[src/rtl/fifo_pkg.sv]
// fifo_pkg: shared sizing helpers for the flip-flop FIFO and its pointer counters.
package fifo_pkg;

    function automatic int occ_width(input int depth);
        return $clog2(depth) + 1;
    endfunction

    function automatic int ptr_width(input int depth);
        return (depth > 1) ? $clog2(depth) : 1;
    endfunction

endpackage

[src/rtl/fifo_ptr.sv]
// fifo_ptr: wrapping 0..DEPTH-1 pointer; explicit terminal compare so DEPTH need not be a power of two.
module fifo_ptr
    import fifo_pkg::*;
#(
    parameter int DEPTH = 8
) (
    input  logic                        clk,
    input  logic                        rst,
    input  logic                        en,
    output logic [ptr_width(DEPTH)-1:0] ptr
);

    localparam int PW = ptr_width(DEPTH);

    always_ff @(posedge clk or posedge rst) begin
        if (rst)
            ptr <= '0;
        else if (en)
            ptr <= (ptr == PW'(DEPTH - 1)) ? '0 : ptr + PW'(1);
    end

endmodule

[src/rtl/fifo_ff.sv]
// fifo_ff: single-clock register-array FIFO with first-word-fall-through read data
// and registered full/empty/occupancy status.
module fifo_ff
    import fifo_pkg::*;
#(
    parameter int WIDTH = 8,
    parameter int DEPTH = 8
) (
    input  logic                        clk,
    input  logic                        rst,
    input  logic                        wr_en,
    input  logic [WIDTH-1:0]            wr_data,
    input  logic                        rd_en,
    output logic [WIDTH-1:0]            rd_data,
    output logic                        full,
    output logic                        empty,
    output logic [occ_width(DEPTH)-1:0] occup
);

    localparam int PW = ptr_width(DEPTH);
    localparam int OW = occ_width(DEPTH);

    logic [WIDTH-1:0] mem [DEPTH];
    logic [PW-1:0]    wr_ptr;
    logic [PW-1:0]    rd_ptr;
    logic [OW-1:0]    occ_nxt;
    logic             wr_acc;
    logic             rd_acc;

    // a full FIFO never forwards a write into the slot being read
    assign wr_acc = wr_en & ~full & ~rst;
    assign rd_acc = rd_en & ~empty & ~rst;

    assign occ_nxt = (wr_acc && !rd_acc) ? occup + OW'(1) :
                     (rd_acc && !wr_acc) ? occup - OW'(1) : occup;

    fifo_ptr #(.DEPTH(DEPTH)) u_wr_ptr (
        .clk (clk),
        .rst (rst),
        .en  (wr_acc),
        .ptr (wr_ptr)
    );

    fifo_ptr #(.DEPTH(DEPTH)) u_rd_ptr (
        .clk (clk),
        .rst (rst),
        .en  (rd_acc),
        .ptr (rd_ptr)
    );

    always_ff @(posedge clk) begin
        if (wr_acc)
            mem[wr_ptr] <= wr_data;
    end

    always_ff @(posedge clk or posedge rst) begin
        if (rst) begin
            occup <= '0;
            full  <= 1'b0;
            empty <= 1'b1;
        end else begin
            occup <= occ_nxt;
            full  <= (occ_nxt == OW'(DEPTH));
            empty <= (occ_nxt == '0);
        end
    end

    // storage is never reset, so mask it while nothing valid is at the head
    assign rd_data = empty ? '0 : mem[rd_ptr];

endmodule

[config.mk]
export PLATFORM = sky130hd
export DESIGN_NAME = fifo_ff
export DESIGN_NICKNAME = d
export VERILOG_FILES = /design/src/rtl/fifo_pkg.sv /design/src/rtl/fifo_ptr.sv /design/src/rtl/fifo_ff.sv
export SDC_FILE = /design/constraint.sdc
export NUM_CORES = 1
export LEC_CHECK = 0
export ABC_AREA = 0
export BUFFER_PORTS_ARGS = -buffer_cell sky130_fd_sc_hd__buf_4
export CAP_MARGIN = 0
export CORE_UTILIZATION = 50
export DETAILED_ROUTE_END_ITERATION = 16
export PLACE_DENSITY = 0.68
export SETUP_SLACK_MARGIN = 0.5
export SLEW_MARGIN = 10
export SYNTH_ARGS = -nofsm -noshare
export SYNTH_HDL_FRONTEND = slang
export SYNTH_SLANG_ARGS = --single-unit
[constraint.sdc]
create_clock -name clk -period 3.45 [get_ports clk]
set_input_delay 0.1725 -clock clk [delete_from_list [all_inputs] [get_ports clk]]
set_output_delay 0.1725 -clock clk [all_outputs]
set_load 0.005 [all_outputs]
==> flow_results.org <==
** Setup path
- Data on the critical path is required at its endpoint by about 3.3 ns.
- Worst R2R Path Depth :: 4
- The setup path with the least slack is of type reg2out.
- The worst setup path is captured at an output pin.
- Worst Path Arrival :: 2.34 ns
- R2R Setup Slk :: around 1.2 ns
- Reg-to-reg critical path endpoint :: mem[3][4]
- Along the worst path, the maximum fanout reaches 14.
- The worst setup path is launched from a register.
- In this run the critical register-to-register path is launched from full.

** Placed design
- Buffers on Ports :: 25
- Final HPWL DP :: ~3.8 mm
- Final weighted congestion of routability-driven global placement :: about 0.85
- Area post-placement :: 3460 um2
- Prior to clock tree synthesis, the placed netlist has a worst setup slack of between 1 and 1.5 ns.
- Including well taps, the total number of placed cells is between 200 and 300.

** Floorplan
- I/O pins :: 26
- Floorplan die width :: a little over 80 um
- CORE AREA :: between 6000 and 7000 um2
- Once the floorplan was initialized, standard cells occupied between 50% and 60% of the core.
- Die outline area :: approximately 6700 um2
- The floorplan has 28 rows.
- The floorplan step set the die height to 81.9 um.

** Pwr
- Summed over all cells, the static leakage comes to 1.34 nW.
- VDD IR max :: between 0.3 and 0.4 mV
- Power density of the placed cells :: between 800 and 900 nW/um2
- Final Power :: between 3 and 4 mW

** STA
- Final TNS setup :: 0 ns
- The worst path needs around 2.5 ns of the cycle, external delays included.
- Setup repair after global routing left no endpoint under its margin.
- Maximum clock skew at final layout :: 0.00430 ns
- Period utilisation layout :: 72.9%
- The max-slew violation count is 0.
- Post-route worst hold slack :: slightly below 0.06 ns
- Slew at the pin closest to its max-slew limit :: roughly 1.0 ns
- Total setup violations reported at the end of the flow :: 0
- Worst slew margin relative to its limit :: a little under a third
- Worst setup slack after layout :: just over 0.9 ns
- Achievable frequency :: about 400 MHz
- Number of endpoints with negative hold slack in the final report :: 0

** Clock network
- Clock-pin slew on the worst setup and hold paths :: 0.08 ns
- Clk sink count :: 76
- TritonCTS built the clock tree.
- The clock passes through at most 2 buffers.
- Clock latency at the later pin of the worst-skew pair :: between 0.3 and 0.4 ns
- Buffer cell driving the clock tree root :: clkbuf_8
- The H-tree was split into 3 levels.
- In this run, post-CTS repair resized a total of 0 instances.
- Clock tree synthesis inserted a total of 9 buffers.

** Yosys
- Post-synthesis adder-cell area fraction :: under 10%
- Mux share of post-synthesis cell area :: between 15 and 20%
- Combinational family with the most area after synthesis :: multiplexers
- Averaged over all synthesized cells, the footprint is 17.9 um2.
- Number of register bits inferred by synthesis :: between 70 and 80
- Yosys mapped the design onto 41 distinct sky130hd cell types.
- After Yosys synthesis, XOR and XNOR cells account for less than 1% of the synthesized area.
- After Yosys synthesis, and, or, nand and nor cells account for 7.50% of the synthesized area.
- Summing the sequential cell areas from Yosys gives ~70% of the chip area.
- The synthesized netlist devotes under 10% of its cell area to compound gates.
- Syn nets :: between 150 and 200
- Synthesized instance count :: around 180
- Yosys warnings :: 0
- The mapped netlist covers around 3200 um2.

** Route
- For this run, design rule violations remaining after detail routing come to 0.
- The final route contains about 1700 vias.
- Total routed wirelength :: 5.95 mm
- Once detail routing completed, the nets flagged for antenna violations numbered 0.
- Starting DRT DRC Count :: around 140
- Total iterations of the first detailed-routing run :: 4
- Wire per inst :: 20.4 um
- Vias per cell :: 5.76

** Run
- Number of max-capacitance violations reported :: 0

** Layout
- Final cell count without fillers :: just under 300
- Once layout is complete, the utilization of the core stands at roughly 61%.
- The library cell used most frequently in the layout, excluding fill and tap cells, is edfxtp_1.
- Area of all placed cells without fillers :: ~3700 um2
- Final-stage net count :: 230
- Leaving out fill and tap cells, the most frequent cells in the layout are edfxtp_1, buf_4, nor2_1.
- 0 antenna diodes ended up in the layout.
- Share of final-layout standard cells stronger than drive strength 1 :: roughly 34%
- Signed area change from the synthesized netlist to the final layout :: 16.2%

** GRT
- The first global-routing pass estimated just over 9 mm of wire.
- The via count of the first global-routing pass is around 1700.
- Number of antenna violations at the first check in global routing :: 0
- Global-route congestion overflow total :: 0
- Global routing used 20.5% of the available tracks across all layers.
- Entering global routing, the biggest net connects 19 pins.

** Hold path
- In this run the most critical hold path is launched from wr_data[4].
- Cell count of the worst hold path :: 1
- Type of the worst min-delay path :: in2reg
- Hold Path End :: mem[2][4]

** Run status
- Outcome :: finished clean
-- kinds of logic after synthesis --
family | Yosys count
buf+inv | 10
simple gates | 44
xor+xnor | 2
flops | 76
compound gates | 11
mux | 29
fa+ha+maj | 6
-- what timing repair did --
action | 4_1_cts | 5_1_grt
hold endpoints to repair | 11 | 0
buffers inserted | 0 | 0
hold buffers | 1 | 0
-- where the power goes --
part,internal (mW),leakage [nW],total [mW],switching (mW)
Sequential,1.13,0.722,1.35,0.218
Clock,0.479,0.123,0.799,0.320
Combinational,0.528,0.491,0.895,0.367
-- how the worst max path moves through the flow --
stage | slack, ns | depth (start not counted) | end | start
after floorplan | 1.50 | 3 | mem[0][0] | full
final | 0.93 | 5 | rd_data[5] | u_rd_ptr.ptr[0]
after global routing | 0.70 | 5 | rd_data[3] | u_rd_ptr.ptr[0]
after global placement | 1.29 | 5 | rd_data[1] | u_rd_ptr.ptr[0]
after detailed placement | 1.23 | 5 | rd_data[3] | u_rd_ptr.ptr[0]
after CTS | 0.84 | 5 | rd_data[1] | u_rd_ptr.ptr[0]
-- Yosys cell counts --
library cell | n | share of area, %
a2111o_1 | 1 | 0.35
a211oi_1 | 1 | 0.24
a211oi_2 | 1 | 0.39
a21oi_2 | 1 | 0.27
a31oi_1 | 1 | 0.20
and2_1 | 1 | 0.20
and2b_1 | 1 | 0.24
and4_1 | 1 | 0.27
and4_2 | 1 | 0.31
buf_1 | 1 | 0.12
buf_2 | 2 | 0.31
buf_4 | 1 | 0.24
buf_6 | 1 | 0.35
clkbuf_1 | 1 | 0.12
dfrtp_1 | 11 | 8.6
dfstp_2 | 1 | 0.82
edfxtp_1 | 64 | 60
ha_1 | 6 | 2.4
inv_1 | 4 | 0.47
mux2_2 | 5 | 1.8
mux2i_1 | 8 | 2.5
mux4_2 | 16 | 11
nand2_1 | 3 | 0.35
nand2_2 | 1 | 0.20
nand2b_1 | 2 | 0.39
nand2b_2 | 1 | 0.27
nand2b_4 | 1 | 0.43
nand3_1 | 1 | 0.16
nand3b_1 | 1 | 0.24
nand4b_1 | 1 | 0.27
nor2_1 | 20 | 2.4
nor2b_1 | 1 | 0.20
nor2b_4 | 1 | 0.43
nor3_1 | 5 | 0.78
o211ai_1 | 1 | 0.24
o21a_1 | 1 | 0.24
o21ai_0 | 3 | 0.47
o2bb2ai_1 | 1 | 0.27
or2_2 | 1 | 0.20
or3_1 | 1 | 0.20
xnor2_1 | 2 | 0.55
-- metal layers --
| layer | vias up | track usage [%] | part of all wire [%] |
|---|---|---|---|
| met5 | - | 0 | 0 |
| met4 | 0 | 10.4 | 1.5 |
| met3 | 8 | 4.67 | 7.2 |
| met2 | 59 | 31.2 | 49 |
| met1 | 851 | 27.8 | 42 |
| li1 | 765 | - | - |
-- registers in the layout, summed over array words and instances (netlist names) --
name and flops:
u_rd_ptr.ptr 3, empty 1, mem 64, full 1
occup 4, u_wr_ptr.ptr 3
-- area by class of cell --
cell class,instances,area (um2)
Sequential cell,76,2220
Multi-Input combinational cell,92,913
Tap cell,75,93.8
Clock inverter,7,114
Fill cell,469,2320
Clock buffer,9,124
Inverter,4,15.0
Timing Repair Buffer,29,220
-- worst max-delay path: stages, from the launching register on --
cell and delay [ns]:
dfrtp_1 0.84, buf_4 0.31, mux4_2 0.51, mux2i_1 0.14, nor2_1 0.06, buf_4 0.14
No activity file was read; power rests on OpenSTA's default activity.
